File: config.mk
export PLATFORM = sky130hd
export DESIGN_NAME = n4_b2_counter_sched
export DESIGN_NICKNAME = d
export VERILOG_FILES = /design/src/rtl/n4_b2_counter_sched.sv
export SDC_FILE = /design/constraint.sdc
export NUM_CORES = 1
export LEC_CHECK = 0
export CAP_MARGIN = 20
export CORE_ASPECT_RATIO = 1.4
export CORE_UTILIZATION = 43
export CTS_BUF_LIST = sky130_fd_sc_hd__clkbuf_16
export CTS_CLUSTER_DIAMETER = 200
export DETAILED_ROUTE_END_ITERATION = 10
export PLACE_DENSITY = 0.81
export SETUP_SLACK_MARGIN = 0.3
export SYNTH_ARGS = -nofsm -noshare
export SYNTH_HDL_FRONTEND = slang
export SYNTH_SLANG_ARGS = --single-unit
File: constraint.sdc
create_clock -name m_clock -period 1.8 [get_ports m_clock]
set_clock_uncertainty 0.1 [all_clocks]
set_input_delay 0.54 -clock m_clock [delete_from_list [all_inputs] [get_ports m_clock]]
set_output_delay 0.54 -clock m_clock [all_outputs]
set_load 0.01 [all_outputs]
File: src/rtl/n4_b2_counter_sched.sv
// Shares one n4_b2_counter between two 4-phase requesters; each owner gets cnt_ei for dur ticks.
// Optional N4_B2_COUNTER_SCHED_FIXED_PRIO_EN: fixed priority to requester 0 and a wrap output.
module n4_b2_counter_sched #(
  parameter int unsigned WIDTH    = 4,
  parameter int unsigned IDLE_GAP = 0
) (
  input  logic             m_clock,
  input  logic             m_reset_,
  input  logic             req0,
  input  logic [WIDTH-1:0] dur0,
  input  logic             req1,
  input  logic [WIDTH-1:0] dur1,
  output logic             ack0,
  output logic             ack1,
  output logic [1:0]       gnt,
  output logic             busy,
  output logic             cnt_ei,
  input  logic [WIDTH-1:0] cnt_q,
  input  logic             cnt_eu
`ifdef N4_B2_COUNTER_SCHED_FIXED_PRIO_EN
  ,
  output logic             wrap
`endif
);

  typedef enum logic [1:0] {StIdle, StArm, StRun, StAck} state_e;

  localparam logic [2:0] GapInit = 3'(IDLE_GAP);

  state_e           state_q, state_d;
  logic [1:0]       gnt_q, gnt_d;
  logic             rr_last_q, rr_last_d;
  logic [2:0]       gap_q, gap_d;
  logic [WIDTH-1:0] target_q, target_d;
  logic             wrap_q, wrap_d;

  logic             pick1;
  logic             owner_req;
  logic [WIDTH-1:0] owner_dur;
  logic             at_target;

`ifdef N4_B2_COUNTER_SCHED_FIXED_PRIO_EN
  assign pick1 = req1 & ~req0;
  assign wrap  = wrap_q;
  logic unused_rr_last;
  assign unused_rr_last = rr_last_q;
`else
  // On a tie the requester that did not finish last wins.
  assign pick1 = req1 & (~req0 | ~rr_last_q);
  logic unused_wrap;
  assign unused_wrap = wrap_q;
`endif

  assign owner_req = gnt_q[1] ? req1 : req0;
  assign owner_dur = gnt_q[1] ? dur1 : dur0;
  assign at_target = (cnt_q == target_q);

  always_comb begin
    state_d   = state_q;
    gnt_d     = gnt_q;
    rr_last_d = rr_last_q;
    gap_d     = gap_q;
    target_d  = target_q;
    wrap_d    = wrap_q;
    cnt_ei    = 1'b0;
    unique case (state_q)
      StIdle: begin
        if (gap_q != 3'd0) begin
          gap_d = gap_q - 3'd1;
        end else if (req0 || req1) begin
          gnt_d   = pick1 ? 2'b10 : 2'b01;
          state_d = StArm;
        end
      end
      StArm: begin
        // The counter cannot be cleared, so run relative to its current value.
        target_d = cnt_q + owner_dur;
        wrap_d   = 1'b0;
        state_d  = StRun;
      end
      StRun: begin
        cnt_ei = ~at_target;
        if (cnt_eu && cnt_ei) begin
          wrap_d = 1'b1;
        end
        if (at_target) begin
          state_d = StAck;
        end
      end
      StAck: begin
        if (!owner_req) begin
          gnt_d     = 2'b00;
          rr_last_d = gnt_q[1];
          gap_d     = GapInit;
          state_d   = StIdle;
        end
      end
      default: state_d = StIdle;
    endcase
  end

  always_ff @(posedge m_clock or negedge m_reset_) begin
    if (!m_reset_) begin
      state_q   <= StIdle;
      gnt_q     <= 2'b00;
      rr_last_q <= 1'b1;
      gap_q     <= GapInit;
      target_q  <= '0;
      wrap_q    <= 1'b0;
    end else begin
      state_q   <= state_d;
      gnt_q     <= gnt_d;
      rr_last_q <= rr_last_d;
      gap_q     <= gap_d;
      target_q  <= target_d;
      wrap_q    <= wrap_d;
    end
  end

  assign gnt  = gnt_q;
  assign ack0 = (state_q == StAck) & gnt_q[0];
  assign ack1 = (state_q == StAck) & gnt_q[1];
  assign busy = (state_q == StArm) | (state_q == StRun);

endmodule
Word-level counts from Yosys, hierarchy flattened
Cells that the tools add are included.
- bits in registers: 12
- input bits: 17
- output and inout bits: 6
- logic and storage cells: 48
- add/subtract/negate cells: 2
- equal/unequal tests: 9
- muxes and demuxes: 15
- bitwise gates (word level): 9
- reductions and logical operators: 8
- operators by type and width (operator ; count):
    2-to-1 mux 2 bit ; 7
    inequality test 2 bit, second input constant ; 5
    one-hot mux 2 bit (4 select lines) ; 1
    AND reduction 4 bit ; 2
    2-to-1 mux 3 bit ; 2
    one-hot mux 3 bit (2 select lines) ; 1
    adder 4 bit ; 1
    equality test 2 bit, second input constant ; 2
    equality test 4 bit ; 1
    2-to-1 mux 4 bit ; 1
    NOT 1 bit ; 4
    one-hot mux 2 bit (2 select lines) ; 1
    bitwise AND 1 bit ; 3
    AND reduction 3 bit ; 1
    nonzero test 3 bit ; 1
    subtractor 3 x 1 -> 3 bit, second input constant ; 1
    equality test 2 x 1 -> 1 bit, second input constant ; 1
    zero test 2 bit ; 1
    2-to-1 mux 1 bit ; 2
    bitwise OR 1 bit ; 2
    AND reduction 2 bit ; 1
    nonzero test 2 bit ; 1
    logical OR 1 bit ; 1

Depth between registers and ports, before layout
Gate-level depths: netlist of run 1.
- depth after elaboration: 7
- gate-level depth with buffers: 8
- depth with buffers taken out: 7

Least setup slack after synthesis of run 1
OpenSTA, ideal clock, no wires.
- kind: register to register
- from: register gnt_q[1], in the netlist gnt[1]
- to: register target_q[3]
- library setup time: 125 ps
- arrival: 1794 ps
- required time: 1575 ps
- slack: -218 ps
- stages on the path, launching flop included: 9
- buffers on the path: 1
- period minus slack after synthesis: 2018 ps
- cells stage by stage: dfrtp_1 -> buf_2 -> mux2i_1 -> inv_1 -> ha_1 -> a21o_1 -> a21oi_1 -> xnor2_1 -> mux2_2
- longest elaborated chain between the ends: 2
- RTL lines (what ; RTL line ; text):
    start: declaration ; 31 ; logic [1:0] gnt_q, gnt_d;
    start signal: assignment ; 112 ; gnt_q <= gnt_d;
    2-to-1 mux 4 bit ; 55 ; assign owner_dur = gnt_q[1] ? dur1 : dur0;
    adder 4 bit ; 77 ; target_d = cnt_q + owner_dur;
    end signal: assignment ; 115 ; target_q <= target_d;
    end: declaration ; 34 ; logic [WIDTH-1:0] target_q, target_d;
No other way between the ends.
A chain may end at the register's enable or synchronous reset.

Final worst setup path of run 1
- from: register target_q[1]
- to: output cnt_ei
- longest elaborated chain between the ends: 3
- RTL lines (what ; RTL line ; text):
    equality test 4 bit ; 56 ; assign at_target = (cnt_q == target_q);
    NOT 1 bit ; 82 ; cnt_ei = ~at_target;
    2-to-1 mux 1 bit ; 66 ; unique case (state_q)
    end: declaration ; 17 ; output logic cnt_ei,
No other way between the ends.

==> results.py, run 1 <==
metrics = {
    "yosys": {
        "synth_top_family_by_area": "adder cells",
        "synth_fa_ha_area_share_pct": 15.5,
        "ys_async_sr_fraction_pct": 100,
        "synth_area_sq_um": 935,
        "post-synth-top-count-cell": "dfrtp_1",
        "ys_seq_elements": 12,
        "synthXorXnorAreaFrac_pct": 6.56,
        "synthCells": 91,
        "synth-main-ff-cell": "dfrtp_1",
        "synthSimpleGateAreaFrac_pct": 14.1,
        "synth.top_cell.area_share_pct": 29.5,
        "syn-num-nets": 119,
        "synthDistinctLibCells": 34,
        "ys_seq_area_share_pct": 32.3,
        "synth_compound_area_share_pct": 15.0,
        "synth_mux_area_share_pct": 12.0,
        "synthTopCellsByArea": "dfrtp_1 (29%), ha_1 (13%), mux2_2 (7.2%)",
        "synth_edf_count": 0,
        "synth_warnings": 0,
        "yosysTopAreaCell": "dfrtp_1",
        "synth_top_cells_by_count": "dfrtp_1 (11), ha_1 (10), inv_1 (9), mux2_2 (6), a21oi_1 (5)",
        "synth_area_per_cell_sq_um": 10.3,
    },
    "detailed_routing": {
        "drtAntennaViolNets": 0,
        "first_pass_iters": 3,
        "vias_per_cell": 5.27,
        "drcViolationCount": 0,
        "wl_per_cell_um": 16.0,
        "dr_total_vias": 854,
        "routed_wl_mm": 2.59,
        "drt_iter0_markers": 15,
    },
    "die": {
        "fp.dieArea_sq_um": 2370,
        "coreArea_sq_um": 2000,
        "start_util_pct": 46.8,
        "ios": 23,
        "rows": 19,
        "die_w_um": 41.4,
        "die_h_um": 57.2,
    },
    "cells_and_area": {
        "register_area_sq_um": 304,
        "fillers": 115,
        "instances_no_fill": 162,
        "diodes": 0,
        "multi_input_area_sq_um": 751,
        "drive_gt1_share_pct": 53.9,
        "nNetsFinal": 170,
        "syn2layout_area_growth_pct": 73.6,
    },
    "min_path": {
        "hold_path.class": "reg -> reg",
    },
    "critical_path": {
        "cp_data_arrival_time_ns": 1.42,
        "path_max_fanout": 2,
        "cp-start-kind": "flop",
        "cp.required_ns": 1.16,
        "r2r_setup_slack_ns": -0.15,
        "end_kind": "primary output",
        "worstSetupPathType": "reg -> out",
    },
    "timing": {
        "tightest_slew_ns": 0.223,
        "relSlewSlack_pct": 85.0,
        "setup_ws_ns": -0.261,
        "setup_tns_ns": -0.737,
        "rsz0062_at_grt": "yes",
        "max_clock_freq_mhz": 485,
        "setup_viol": 9,
        "drv_slew": 0,
        "finalCriticalPeriod_ns": 2.06,
        "finalHoldViolCount": 0,
        "period_share_pct": 114,
    },
    "cts": {
        "cts_max_level": 1,
        "cts_buffer_depth": 2,
        "clk_pin_slew_ns": 0.04,
        "numCtsBuffers": 3,
        "hold_buffers": 0,
        "tritoncts": "yes",
        "clkSinkCount": 12,
        "clock_latency_ns": 0.25,
        "cts_root_buf": "clkbuf_16",
    },
    "placed_design": {
        "placedCellCount": 145,
        "port_buffers": 21,
        "post-place-ws_ns": -0.943,
        "dp_hpwl_mm": 1.65,
        "routabilityCongestion": 0.779,
    },
    "global_routing": {
        "grt_pass1_wl_mm": 4.12,
        "grt_pass1_vias": 911,
        "track_usage_pct": 23.9,
        "grt-ovfl-total": 0,
        "grt_max_degree": 13,
        "antenna_found_initial": 0,
    },
    "power_and_ir_drop": {
        "p_leak_nw": 0.753,
        "finalPower_mw": 2.80,
        "cellPowerDensity_nw_per_um2": 1720,
        "ir_worst_vdd_uv": 1180,
    },
    "outcome": {
        "status": "complete, but fails checks",
        "violations": "negative setup slack",
    },
    "run": {
        "drv_cap": 0,
    },
}
[power by group]
part | internal [mW] | switching (mW) | total, mW
sequential | 0.402 | 0.144 | 0.547
clock | 0.293 | 0.124 | 0.417
combinational | 1.07 | 0.760 | 1.83
[final cells by class]
class	count	area share (%)
clock inverters	1	0.231
inverters	9	2.08
repair buffers	48	26.4
multi-input cells	68	46.3
flip-flops and latches	12	18.7
well taps	21	1.62
clock buffers	3	4.63
[per-layer routing]
metal,GRT usage [%],wire length [um],vias to the layer above
li1,-,-,417
met1,24.1,984,404
met2,44.6,1440,24
met3,3.80,72,9
met4,14.7,93,0
met5,0,0,-
[worst paths after layout]
check	startpoint	end	depth (start not counted)
max	target_q[1]$_DFFE_PN0N_	cnt_ei	3
min	rr_last_q$_DFFE_PN1P_	rr_last_q$_DFFE_PN1P_	2
max reg2reg	gnt[1]$_DFFE_PN0P_	target_q[2]$_DFFE_PN0N_	7
min reg2reg	rr_last_q$_DFFE_PN1P_	rr_last_q$_DFFE_PN1P_	2
max in group asynchronous	m_reset_	rr_last_q$_DFFE_PN1P_	2
min in group asynchronous	m_reset_	gap_q[2]$_DFFE_PN0P_	2
[flip-flops by register name (all words and copies together), names as in the netlist]
name       count
gap_q          3
gnt            2
rr_last_q      1
state_q        2
target_q       4
[cell usage in the layout (no fill, tap or decap), types with 4 or more instances in the layout]
| cell type | n |
|---|---|
| a21oi_1 | 4 |
| buf_2 | 4 |
| buf_4 | 18 |
| buf_6 | 15 |
| clkdlybuf4s50_1 | 7 |
| dfrtp_1 | 9 |
| dlygate4sd2_1 | 4 |
| ha_1 | 4 |
| ha_4 | 5 |
| inv_1 | 5 |
| inv_2 | 5 |
| mux2_4 | 6 |
[cell families (layout without fill, tap and decap cells)]
family / Yosys count / after routing
simple gates: 21 / 21
fa+ha+maj: 11 / 11
xor+xnor: 7 / 7
compound gates: 19 / 19
flops: 12 / 12
buf+inv: 11 / 61
mux: 10 / 10
[what timing repair did]
action,CTS,global route
buffers inserted,10,3
pin swaps,13,8
setup endpoints to repair,17,16
gates resized for setup,75,9
[critical path: stages, from the launching register on]
cell,delay (ns)
dfrtp_1,0.40
xor2_1,0.16
o41a_1,0.46
buf_2,0.16
[per-stage QoR]
| stage | hold WS [ns] | util [%] | cell area, sq um |
|---|---|---|---|
| floorplan | 0.144 | - | 1000 |
| global placement | 0.411 | 66.2 | 1320 |
| detailed placement | 0.422 | 66.2 | 1320 |
| CTS | 0.439 | 78.2 | 1560 |
| global route | 0.472 | 81.3 | 1620 |
| finish | 0.445 | 81.3 | 1620 |
Note: power is estimated with default switching activity, not from simulation.
==> run 2, diff against run 1 <==
Settings changed: ABC_CLOCK_PERIOD_IN_PS from default to 1800.
==> results of run 2 <==
The final DEF is identical to that of run 1; final timing and power are the same.
